==> config.mk <==
export PLATFORM = sky130hd
export DESIGN_NAME = alu_flag_stage
export DESIGN_NICKNAME = d
export VERILOG_FILES = /design/src/rtl/alu_flag_stage.sv
export SDC_FILE = /design/constraint.sdc
export NUM_CORES = 1
export LEC_CHECK = 0
export CAP_MARGIN = 20
export CORE_UTILIZATION = 35
export DETAILED_ROUTE_END_ITERATION = 10
export PLACE_DENSITY_LB_ADDON = 0.08
export SYNTH_ARGS = -nofsm -noshare
export SYNTH_HDL_FRONTEND = slang
export SYNTH_SLANG_ARGS = --single-unit
==> constraint.sdc <==
create_clock -name clk -period 1.8 [get_ports clk]
set_clock_uncertainty 0.2 [all_clocks]
set_input_delay 0.36 -clock clk [delete_from_list [all_inputs] [get_ports clk]]
set_output_delay 0.36 -clock clk [all_outputs]
set_load 0.02 [all_outputs]
==> src/rtl/alu_flag_stage.sv <==
// alu_flag_stage: registered stage after the 64-bit add/sub unit.
// Captures the adder result, keeps the architectural NZCV flags, resolves
// B.cond / CBZ / CBNZ, and holds the result plus branch decision in a
// one-entry valid/ready buffer for the memory stage.
module alu_flag_stage #(
   parameter int WIDTH = 64
) (
   input  logic             clk,
   input  logic             reset,
   input  logic             in_valid,
   output logic             in_ready,
   input  logic [WIDTH-1:0] result,
   input  logic             of,
   input  logic             carry,
   input  logic             set_flags,
   input  logic [1:0]       br_type,
   input  logic [3:0]       cond,
   input  logic             flush,
   output logic             out_valid,
   input  logic             out_ready,
   output logic [WIDTH-1:0] out_result,
   output logic             out_taken,
   output logic [3:0]       flags
);

   localparam logic [1:0] BR_NONE  = 2'd0;
   localparam logic [1:0] BR_COND  = 2'd1;
   localparam logic [1:0] BR_CBZ   = 2'd2;
   localparam logic [1:0] BR_CBNZ  = 2'd3;

   logic             r_out_valid;
   logic [WIDTH-1:0] r_out_result;
   logic             r_out_taken;
   logic [3:0]       r_flags;

   logic w_accept;
   logic w_zero;
   logic w_cond_true;
   logic w_taken;
   logic w_n;
   logic w_z;
   logic w_c;
   logic w_v;

   // The buffer can take a new entry when empty or when it drains this cycle.
   assign in_ready = !r_out_valid | out_ready;
   assign w_accept = in_valid & in_ready & !flush;

   // Zero test spans the full datapath width.
   assign w_zero = (result == '0);

   // B.cond sees the flags as they stand before this transaction updates them.
   assign w_n = r_flags[3];
   assign w_z = r_flags[2];
   assign w_c = r_flags[1];
   assign w_v = r_flags[0];

   // Evaluate the condition code against the current flag register.
   always_comb begin
      // NOTE: default assignment first so every path drives the output and no latch is inferred.
      w_cond_true = 1'b0;
      case (cond)
         4'd0:    w_cond_true = w_z;
         4'd1:    w_cond_true = !w_z;
         4'd2:    w_cond_true = w_c;
         4'd3:    w_cond_true = !w_c;
         4'd4:    w_cond_true = w_n;
         4'd5:    w_cond_true = !w_n;
         4'd6:    w_cond_true = w_v;
         4'd7:    w_cond_true = !w_v;
         4'd8:    w_cond_true = w_c & !w_z;
         4'd9:    w_cond_true = !w_c | w_z;
         4'd10:   w_cond_true = (w_n == w_v);
         4'd11:   w_cond_true = (w_n != w_v);
         4'd12:   w_cond_true = !w_z & (w_n == w_v);
         4'd13:   w_cond_true = w_z | (w_n != w_v);
         default: w_cond_true = 1'b1;   // AL and NV both always execute
      endcase
   end

   // Select the branch decision by branch type.
   always_comb begin
      w_taken = 1'b0;
      case (br_type)
         BR_NONE: w_taken = 1'b0;
         BR_COND: w_taken = w_cond_true;
         BR_CBZ:  w_taken = w_zero;
         BR_CBNZ: w_taken = !w_zero;
         default: w_taken = 1'b0;
      endcase
   end

   // Output buffer and flag register; reset outranks flush, flush outranks accept.
   always_ff @(posedge clk) begin
      // NOTE: non-blocking assignments so every register samples pre-edge values.
      if (reset) begin
         r_out_valid  <= 1'b0;
         r_out_result <= '0;
         r_out_taken  <= 1'b0;
         r_flags      <= 4'b0000;
      end else begin
         if (flush) begin
            r_out_valid <= 1'b0;
         end else if (w_accept) begin
            r_out_valid  <= 1'b1;
            r_out_result <= result;
            r_out_taken  <= w_taken;
         end else if (out_ready) begin
            r_out_valid <= 1'b0;
         end

         if (w_accept && set_flags) begin
            r_flags <= {result[WIDTH-1], w_zero, carry, of};
         end
      end
   end

   assign out_valid  = r_out_valid;
   assign out_result = r_out_result;
   assign out_taken  = r_out_taken;
   assign flags      = r_flags;

endmodule
==> metrics.md <==
| Metric | Value |
|---|---|
| Vias | 3,057 |
| Post-synth net total | 422 |
| Gp weighted congestion | 0.8080 |
| Hold WS | 0.04654 ns |
| Area after DPL | 4637 um^2 |
| Bufs and invs on worst path | 1 |
| Height of the die | 89.85 um |
| Fill cell count | 713 |
| Drt pass-1 iters | 4 |
| RSZ-0062 raised after global routing | true |
| Antenna violations before repair | 0 |
| Number of nets with antenna violations after routing | 0 |
| HPWL Detailed | 6271 um |
| Reg-to-reg slack, setup | -0.01 ns |
| Post-synthesis sequential area ratio | 51.88% |
| Setup CP Type | in -> reg |
| Final setup fails | 2 |
| Die ar. | 8073 um^2 |
| CTS Hold Bufs | 0 |
| Relative slew slack | 71.80% |
| Worst Tran Pin Value | 0.4229 ns |
| Achievable Freq | 519.3 MHz |
| Multi-input gate area | 1375 um^2 |
| CP Capture Type | register |
| Row count | 31 |
| Remaining Overflow, GRT | 0 |
| Post-route minimum period | 1.926 ns |
| Lkg Pwr | 0.002188 uW |
| DRC Markers | 0 |
| Area Overhead vs Synth | 79.43% |
| Clock sinks | 70 |
| Crit. path cell count | 6 |
| Synth Flop Type | dfxtp_1 |
| Vias in the first global route | 2,893 |
| Routed vias/inst | 4.837 |
| Antenna Cells | 0 |
| PD cells | 781.1 nW/um^2 |
| Die X | 89.85 um |
| PortBufs | 148 |
| Asr flop ratio synth | 0% |
| IO Count | 149 |
| Final Hold Vio Count | 0 |
| Fin crit share | 107.0% |
| Worst hold path class | in -> reg |
| Pins Over Slew Limit | 0 |
| First-pass GRT wire length | 14,180 um |
| Largest net degree at the start of global routing | 54 |
| Worst path cell trace | buf_6 > nor4_4 > nand4_1 > or4_4 > o31a_1 > a211oi_2 |
| CP top delay family | simple AND/OR/NAND/NOR gates |
| Setup crit end | out_taken |
| Reg2reg end | out_taken |
| Setup WS post-layout | -0.1256 ns |
| R2R depth | 7 |
| Synth warnings | 0 |
| Avg Inst Size Synth | 7.853 um^2 |
| Met3 WL | 551 um |
| CP required | 1.87 ns |
| Worst r2r src | flags[3] |
| Post-Route WL | 9098 um |
| Initial DRC count | 125 |
| Total core area | 7370 um^2 |
| Total track usage | 22.19% |
| Outcome | finished, violations left |
| Max stage delay on crit path | 0.57 ns |
| Reg clk slew, reported paths | 0.08 ns |
| H-tree depth | 3 |
| Startpoint Class | input port |
| CTS tree | built |
| EDFF count, synth | 0 |
| Maximum vdd drop | 0.5545 mV |
| CP Max Fanout | 2 |
| Register Area | 1403 um^2 |
| Max Cap Viol | 0 |
| WL/cell | 14.40 um |
| Post-synthesis register bit count | 70 |
| CP Data Arrival Time | 1.99 ns |
| CTS buffer count | 9 |
| Initial Util | 36.66% |
| Post-synthesis cell type count | 30 |
| Wire length on met2 | 4181 um |
| Clock Latency Late Sink | 0.34 ns |
| Failing checks | negative setup slack |
| Post-Syn Instances | 344 |
| CTS max path bufs | 2 |
| M1 wire length | 4209 um |
| Root buffer cell | clkbuf_8 |
| Hold Path Depth | 3 |
| CP max stage cell | or4_4 |
| Share of cells above drive strength 1 | 22.51% |
| Cell Area, Synth | 2701 um^2 |
| Highest routed metal layer | met4 |
| Fin nets | 606 |
| Critical Path Source | result[52] |
| Design area | 4847 um^2 |
metal layers:
| layer | GRT usage, % | up-vias |
|---|---|---|
| met2 | 34.87 | 104 |
| met3 | 5.838 | 12 |
| met4 | 9.005 | 0 |
| met5 | 0 | - |
| met1 | 28.98 | 1413 |
| li1 | - | 1528 |
synthesized netlist by cell type (2+ instances only):
library cell / number / share of area [%]
o21ai_0: 2 / 0.37
nand2_1: 132 / 18
nor2_1: 4 / 0.56
nand3_1: 3 / 0.56
nor4_1: 15 / 3.5
nand4_1: 4 / 0.93
inv_1: 3 / 0.42
dfxtp_1: 70 / 52
nor2b_1: 2 / 0.46
a21oi_1: 67 / 12
nand3b_1: 2 / 0.56
nand2b_1: 2 / 0.46
clkbuf_1: 21 / 2.9
power by group:
group	switching (uW)	internal (uW)	leakage [uW]
clock	604	856	0.000116
sequential	32.0	1620	0.000572
combinational	358	318	0.00150
cells by family after synthesis:
group | Yosys count | synth area share (%)
buf+inv | 25 | 3.474
flops | 70 | 51.88
mux | 2 | 1.250
xor+xnor | 3 | 1.482
simple gates | 169 | 27.10
compound gates | 75 | 14.82
tightest hold or removal path, cell delays in order:
cell     delay [ns]
buf_6          0.10
nand2_1        0.05
a21oi_1        0.05
flip-flops by register name, summed over array words and instances (netlist names):
name,cells
out_result,64
flags,4
out_taken,1
out_valid,1
cell usage in the layout, fill, tap and decap left out, types with 2 or more instances in the layout:
cell type        instances
a21oi_1                 66
buf_12                   4
buf_2                   15
buf_4                   39
buf_6                    8
bufinv_16                2
clkbuf_2                 9
clkbuf_8                11
clkdlybuf4s15_1         16
clkdlybuf4s15_2          3
clkdlybuf4s50_1         11
dfxtp_1                 69
dlygate4sd2_1           87
inv_1                    3
nand2_1                132
nand2b_1                 2
nand3_1                  3
nand3b_1                 2
nand4_1                  4
nor2_1                   4
nor2b_1                  2
nor4_2                   8
nor4_4                   7
metrics by stage:
step	cells	util, %	TNS (ns)	setup WS (ns)	total power, uW
6_report	632	65.77	-0.2336	-0.1256	3786
5_1_grt	632	65.77	-0.3569	-0.1883	3943
4_1_cts	630	65.14	-0.2919	-0.2004	3808
3_5_place_dp	613	62.92	-16.76	-0.8960	2416
3_3_place_gp	613	62.92	-17.51	-0.8656	2407
2_1_floorplan	344	-	-0.2176	-0.1686	1953
how the worst min path moves through the flow:
stage	start	endpoint	slack, ns
2_1_floorplan	flush	out_valid	0.24
3_3_place_gp	out_result[31]	out_result[31]	0.24
3_5_place_dp	out_result[39]	out_result[39]	0.25
4_1_cts	result[53]	out_result[53]	0.03
5_1_grt	result[52]	out_result[52]	0.04
6_report	result[52]	out_result[52]	0.05
what timing repair did:
item,in CTS,in global routing
endpoints found under the setup margin,73,36
resized for setup,245,28
pin swaps,23,15
cloned,0,1
setup buffers,1,1
final cells by class:
| cell class | instances | share of cell area, % |
|---|---|---|
| Multi-Input combinational cell | 249 | 28.37 |
| Tap cell | 99 | 2.556 |
| Clock inverter | 5 | 1.678 |
| Sequential cell | 70 | 28.94 |
| Clock buffer | 11 | 3.123 |
| Timing Repair Buffer | 195 | 35.11 |
| Inverter | 3 | 0.2323 |
No activity file was read; power rests on OpenSTA's default activity.
